## config.mk

```make
export PLATFORM = sky130hd
export DESIGN_NAME = fmlarb_rr4
export DESIGN_NICKNAME = d
export VERILOG_FILES = /design/src/rtl/fmlarb_rr4.sv
export SDC_FILE = /design/constraint.sdc
export NUM_CORES = 1
export LEC_CHECK = 0
export BUFFER_PORTS_ARGS = -buffer_cell sky130_fd_sc_hd__buf_4
export CAP_MARGIN = 30
export CELL_PAD_IN_SITES_DETAIL_PLACEMENT = 1
export CELL_PAD_IN_SITES_GLOBAL_PLACEMENT = 1
export CORE_AREA = 2 2 197 199
export DETAILED_ROUTE_END_ITERATION = 10
export DIE_AREA = 0 0 199 201
export GPL_TIMING_DRIVEN = 1
export PLACE_DENSITY = 0.58
export SYNTH_ARGS = -nofsm -noshare
export SYNTH_HDL_FRONTEND = slang
export SYNTH_SLANG_ARGS = --single-unit
```

## constraint.sdc

```tcl
create_clock -name sys_clk -period 2.6 [get_ports sys_clk]
set_input_delay 0.39 -clock sys_clk [delete_from_list [all_inputs] [get_ports sys_clk]]
set_output_delay 0.39 -clock sys_clk [all_outputs]
set_load 0.01 [all_outputs]
```

## src/rtl/fmlarb_rr4.sv

```systemverilog
// fmlarb_rr4 -- four-master round-robin arbiter for one FML slave port.
//
// Grants the slave command phase to one master at a time, returns the slave
// early acknowledge to that master, muxes write data from the master that
// owns the current write burst, and pulses a per-master read acknowledge when
// that master's read burst starts returning READ_LAT cycles after its eack.
//
// Ports:
//   sys_clk, sys_rst        clock, asynchronous active-high reset
//   mN_adr/stb/we/sel/dw    master N command and write data (N = 0..3)
//   mN_eack                 master N command accepted (one cycle)
//   mN_rack                 master N first read beat (one cycle)
//   s_adr/stb/we/sel/dw     slave command and write data
//   s_eack                  slave early acknowledge
module fmlarb_rr4 #(
  parameter int ADR_W    = 26,
  parameter int DW       = 64,
  parameter int BURST    = 4,
  parameter int READ_LAT = 5
) (
  input  logic             sys_clk,
  input  logic             sys_rst,

  input  logic [ADR_W-1:0] m0_adr,
  input  logic             m0_stb,
  input  logic             m0_we,
  input  logic [DW/8-1:0]  m0_sel,
  input  logic [DW-1:0]    m0_dw,
  output logic             m0_eack,
  output logic             m0_rack,

  input  logic [ADR_W-1:0] m1_adr,
  input  logic             m1_stb,
  input  logic             m1_we,
  input  logic [DW/8-1:0]  m1_sel,
  input  logic [DW-1:0]    m1_dw,
  output logic             m1_eack,
  output logic             m1_rack,

  input  logic [ADR_W-1:0] m2_adr,
  input  logic             m2_stb,
  input  logic             m2_we,
  input  logic [DW/8-1:0]  m2_sel,
  input  logic [DW-1:0]    m2_dw,
  output logic             m2_eack,
  output logic             m2_rack,

  input  logic [ADR_W-1:0] m3_adr,
  input  logic             m3_stb,
  input  logic             m3_we,
  input  logic [DW/8-1:0]  m3_sel,
  input  logic [DW-1:0]    m3_dw,
  output logic             m3_eack,
  output logic             m3_rack,

  output logic [ADR_W-1:0] s_adr,
  output logic             s_stb,
  output logic             s_we,
  input  logic             s_eack,
  output logic [DW/8-1:0]  s_sel,
  output logic [DW-1:0]    s_dw
);

  localparam int SW = DW / 8;
  localparam int CW = $clog2(BURST + 1);

  logic [ADR_W-1:0] adr_a [4];
  logic [SW-1:0]    sel_a [4];
  logic [DW-1:0]    dw_a  [4];
  logic [3:0]       stb_v;
  logic [3:0]       we_v;

  assign adr_a[0] = m0_adr;
  assign adr_a[1] = m1_adr;
  assign adr_a[2] = m2_adr;
  assign adr_a[3] = m3_adr;
  assign sel_a[0] = m0_sel;
  assign sel_a[1] = m1_sel;
  assign sel_a[2] = m2_sel;
  assign sel_a[3] = m3_sel;
  assign dw_a[0]  = m0_dw;
  assign dw_a[1]  = m1_dw;
  assign dw_a[2]  = m2_dw;
  assign dw_a[3]  = m3_dw;
  assign stb_v    = {m3_stb, m2_stb, m1_stb, m0_stb};
  assign we_v     = {m3_we, m2_we, m1_we, m0_we};

  logic                gv;
  logic [1:0]          g;
  logic [1:0]          last;
  logic [1:0]          wown;
  logic [CW-1:0]       wcnt;
  logic [READ_LAT-1:0] rd_vld;
  logic [1:0]          rd_id [READ_LAT];

  logic       mg_stb;
  logic       mg_we;
  logic       wblock;
  logic       acc;
  logic       win_vld;
  logic [1:0] win;
  logic [1:0] cand;

  assign mg_stb = stb_v[g];
  assign mg_we  = we_v[g];
  // A granted write waits until the previous burst is on its last beat, so
  // the next burst can follow without a gap but never overlaps.
  assign wblock = mg_we & (wcnt > CW'(1));
  assign acc    = gv & s_eack;

  assign s_stb = gv & mg_stb & ~wblock;
  assign s_we  = gv & mg_we;
  assign s_adr = gv ? adr_a[g] : '0;

  assign m0_eack = acc & (g == 2'd0);
  assign m1_eack = acc & (g == 2'd1);
  assign m2_eack = acc & (g == 2'd2);
  assign m3_eack = acc & (g == 2'd3);

  assign s_sel = (wcnt != '0) ? sel_a[wown] : '0;
  assign s_dw  = (wcnt != '0) ? dw_a[wown]  : '0;

  assign m0_rack = rd_vld[READ_LAT-1] & (rd_id[READ_LAT-1] == 2'd0);
  assign m1_rack = rd_vld[READ_LAT-1] & (rd_id[READ_LAT-1] == 2'd1);
  assign m2_rack = rd_vld[READ_LAT-1] & (rd_id[READ_LAT-1] == 2'd2);
  assign m3_rack = rd_vld[READ_LAT-1] & (rd_id[READ_LAT-1] == 2'd3);

  // Scan starts just after the last master served; i = 4 wraps to last
  // itself, so it is only chosen when nobody else is asking.
  always_comb begin
    win_vld = 1'b0;
    win     = '0;
    cand    = '0;
    for (int i = 1; i <= 4; i++) begin
      cand = last + 2'(i);
      if (!win_vld && stb_v[cand]) begin
        win_vld = 1'b1;
        win     = cand;
      end
    end
  end

  // Grant register. A withdrawn request releases the grant but keeps last,
  // so the withdrawing master keeps its place in the rotation.
  always_ff @(posedge sys_clk or posedge sys_rst) begin
    if (sys_rst) begin
      gv   <= 1'b0;
      g    <= 2'd0;
      last <= 2'd3;
    end else if (!gv) begin
      if (win_vld) begin
        gv <= 1'b1;
        g  <= win;
      end
    end else if (s_eack) begin
      gv   <= 1'b0;
      last <= g;
    end else if (!mg_stb) begin
      gv <= 1'b0;
    end
  end

  // Write data phase: wcnt counts the beats still to be driven from wown.
  always_ff @(posedge sys_clk or posedge sys_rst) begin
    if (sys_rst) begin
      wcnt <= '0;
      wown <= 2'd0;
    end else if (acc & mg_we) begin
      wcnt <= CW'(BURST);
      wown <= g;
    end else if (wcnt != '0) begin
      wcnt <= wcnt - CW'(1);
    end
  end

  // Read return pipeline: stage 0 captures the acked read, last stage is
  // aligned with the first returning read beat.
  always_ff @(posedge sys_clk or posedge sys_rst) begin
    if (sys_rst) begin
      rd_vld <= '0;
    end else begin
      rd_vld[0] <= acc & ~mg_we;
      for (int i = 1; i < READ_LAT; i++) rd_vld[i] <= rd_vld[i-1];
    end
  end

  // Read ids are qualified by rd_vld and need no reset.
  always_ff @(posedge sys_clk) begin
    rd_id[0] <= g;
    for (int i = 1; i < READ_LAT; i++) rd_id[i] <= rd_id[i-1];
  end

endmodule

```

==> run_results.csv <==
group,metric,value,unit
cells_and_area,antennaDiodeCount,0,
logic_synthesis,ys_ff_latch,25,
detailed_routing,vias_per_cell,3.856,
logic_synthesis,ys_seq_area_frac,0.1452,
cells_and_area,nFillCells,4488,
cells_and_area,area_delta_synth_final,118.7,%
worst_setup_path,cpPeakStageDelay,0.61,ns
sta,relSlewSlack,0.4964,
worst_setup_path,critPathBufInv,2,
die,die_x,199,um
power_and_ir_drop,ir_drop,0.0003691,V
logic_synthesis,synth_area,3980,um2
sta,tns,0,ns
logic_synthesis,yosysWarnings,0,
hold_path,min_path_type,"in2async",
worst_setup_path,cp-start-kind,"flop",
clock_tree,max-clock-path-buffers,2,
sta,rsz0062_at_grt,"false",
clock_tree,cts.sink_count,25,
clock_tree,clock_latency,0.25,ns
detailed_routing,ant_nets,0,
logic_synthesis,synth_edf_count,0,
place,place_hpwl,23.77,mm
detailed_routing,wl,26.66,mm
power_and_ir_drop,p_per_area,947.6,nW/um2
global_route,grtUsageTotal,0.1227,
logic_synthesis,synthArstFlopShare,0.6000,
logic_synthesis,synth_cells,325,
power_and_ir_drop,leakagePower,4.048,nW
sta,fin_crit,2.427,ns
worst_setup_path,critPathMaxFanout,24,
worst_setup_path,path_delay_family,"flip-flops",
logic_synthesis,yosysTopAreaCell,"mux4_2",
worst_setup_path,cp-end-kind,"output port",
worst_setup_path,critPathRequiredTime,2.21,ns
detailed_routing,drtIter0Drc,229,
die,die-area,40000,um2
sta,hold_slack,0.1997,ns
place,gp_congestion,0.9322,
die,rows,72,
logic_synthesis,synth_flop_cell,"dfrtp_1",
logic_synthesis,synth_top_area_frac,0.5659,
place,io_buffers,510,
global_route,antenna_found_initial,1,
die,dieHeight,201,um
logic_synthesis,ys_top_cells_by_area,"mux4_2 57%, nor2b_1 12%, dfrtp_1 8.2%",
outcome,status,"complete, no violations",
clock_tree,cts_made_buffers,3,
worst_setup_path,crit_arrival,2.04,ns
sta,tightest_slew,0.7554,ns
logic_synthesis,avgSynthCellArea,12.25,um2
worst_setup_path,r2r-start,"g[0]$_DFFE_PP0P_",
clock_tree,htree_num_levels,1,
sta,setup_viol,0,
worst_setup_path,critical_path_class,"reg2out",
sta,max_freq,0.4120,GHz
clock_tree,clk_pin_slew_worst_paths,0.06,ns
worst_setup_path,slowest_stage,"dfrtp_4",
worst_setup_path,timing.rr.end,"wown[1]$_DFFE_PP0P_",
global_route,grt_max_degree,32,
die,ioPinCount,511,
job,cap_viol_max_count,0,
detailed_routing,wl_per_cell,19.75,um
worst_setup_path,reg2regPathDepth,3,
place,postPlaceCellArea,8562,um2
detailed_routing,drcViolationCount,0,
die,core_area,38110,um2
cells_and_area,drive_above_1_share,0.7873,
cells_and_area,finish.net_count,1238,
cells_and_area,finalInstanceArea,8705,um2
clock_tree,cts_tree,"yes",
cells_and_area,layout.cells.non_filler,1350,
worst_setup_path,critical_path.cell_chain,"buf_12 > mux4_2 > nor2b_1 > buf_4",
sta,skew,0.001210,ns
die,initial_utilization,0.1044,
global_route,grt_pass1_vias,5703,
place,placed_cells,1338,
detailed_routing,drt-pass1-iter-count,4,
detailed_routing,num_vias,5205,
logic_synthesis,syn_nets,730,
logic_synthesis,synth_cell_types,31,
sta,hold_viol,0,
sta,slew_violations,0,
global_route,grt_pass1_wl,36.61,mm
clock_tree,root_buffer,"clkbuf_16",
sta,period_share,0.9336,
global_route,grt_overflow,0,
worst_setup_path,r2r_slack,0.67,ns
## flip-flops by register name, summed over array words and instances (netlist names)
name and flops:
g 2, gv 1, last 2, rd_id 10, rd_vld 5, wcnt 3
wown 2
## logic make-up after synthesis
group	after synthesis	synth area share
muxes	102	0.5734
adders and majority gates	2	0.006286
buffers and inverters	44	0.04873
AOI/OAI and AO/OA	13	0.02138
and+or+nand+nor	137	0.2006
DFF	25	0.1452
xor gates and xnor gates	2	0.004402
## worst register-to-register path: cells and delay by family, from the launching register on
family | cells | cell delay (ns)
mux | 2 | 0.95
flops | 1 | 0.62
simple gates | 1 | 0.25
## through the flow
step	util	total power, W	worst slack [ns]
6_report	0.2284	0.008249	0.1726
5_1_grt	0.2284	0.008790	0.08895
4_1_cts	0.2269	0.008344	0.06213
3_5_place_dp	0.2247	0.007955	0.3459
3_3_place_gp	0.2247	0.007906	0.3645
2_1_floorplan	-	0.004508	0.7342
## how the worst max path moves through the flow
stage	start	end	cells past startpoint
finish	wown[0]$_DFFE_PP0P_	s_dw[61]	4
global route	wown[0]$_DFFE_PP0P_	s_dw[61]	4
CTS	wown[0]$_DFFE_PP0P_	s_dw[61]	4
detailed placement	wown[0]$_DFFE_PP0P_	s_dw[61]	4
global placement	wown[0]$_DFFE_PP0P_	s_dw[61]	4
floorplan	wown[0]$_DFFE_PP0P_	s_dw[0]	4
## cells in the mapped netlist (2+ instances only)
cell type	n
mux4_2	100
nor2b_1	74
and2_1	27
clkbuf_1	25
nor2_1	15
dfrtp_1	13
buf_2	11
nand2_1	11
dfxtp_1	10
inv_1	6
nand3_1	3
o21ai_0	3
a21oi_1	2
a31oi_1	2
buf_6	2
dfstp_2	2
ha_1	2
mux2_4	2
o22ai_1	2
xnor2_1	2
## placed cells by master, fill, tap and decap left out, types with 3 or more instances in the layout
master | netlist | layout
o21ai_0 | 3 | 3
mux4_2 | 100 | 100
nand3_1 | 3 | 3
clkbuf_16 | 0 | 3
inv_1 | 6 | 6
dfrtp_1 | 13 | 10
nand2_1 | 11 | 11
dfxtp_1 | 10 | 10
buf_12 | 0 | 7
nor2_1 | 15 | 15
and2_1 | 27 | 27
nor2b_1 | 74 | 73
buf_4 | 0 | 534
## timing repair
item	4_1_cts	5_1_grt
resized for setup	0	0
hold buffers	0	0
endpoints found under the setup margin	0	1
buffers inserted	0	8
## cell type report
class | instances | area, um2 | share of cell area
Clock buffer | 3 | 75.07 | 0.008624
Inverter | 6 | 22.52 | 0.002587
Tap cell | 518 | 648.1 | 0.07446
Timing Repair Buffer | 541 | 4149 | 0.4766
Multi-Input combinational cell | 256 | 3216 | 0.3694
Sequential cell | 25 | 586.8 | 0.06741
Clock inverter | 1 | 7.507 | 0.0008624
## metal layers
layer  share of wire  wire length, um  GRT usage  vias up
met2            0.52            13890     0.2353      354
met4           0.022              575    0.02372        2
met5         0.00049               13          0        -
met3           0.099             2635    0.02940       20
met1            0.36             9542     0.1358     2543
li1                -                -          -     2286
## where the power goes
group	leakage (nW)	internal (W)	switching, W	total [W]
clock network	0.0371	0.000208	0.000128	0.000336
registers	0.262	0.000589	0.000395	0.000984
logic	3.75	0.00399	0.00294	0.00693
total	4.05	0.00478	0.00347	0.00825
Power figures use the tool's default switching activity.
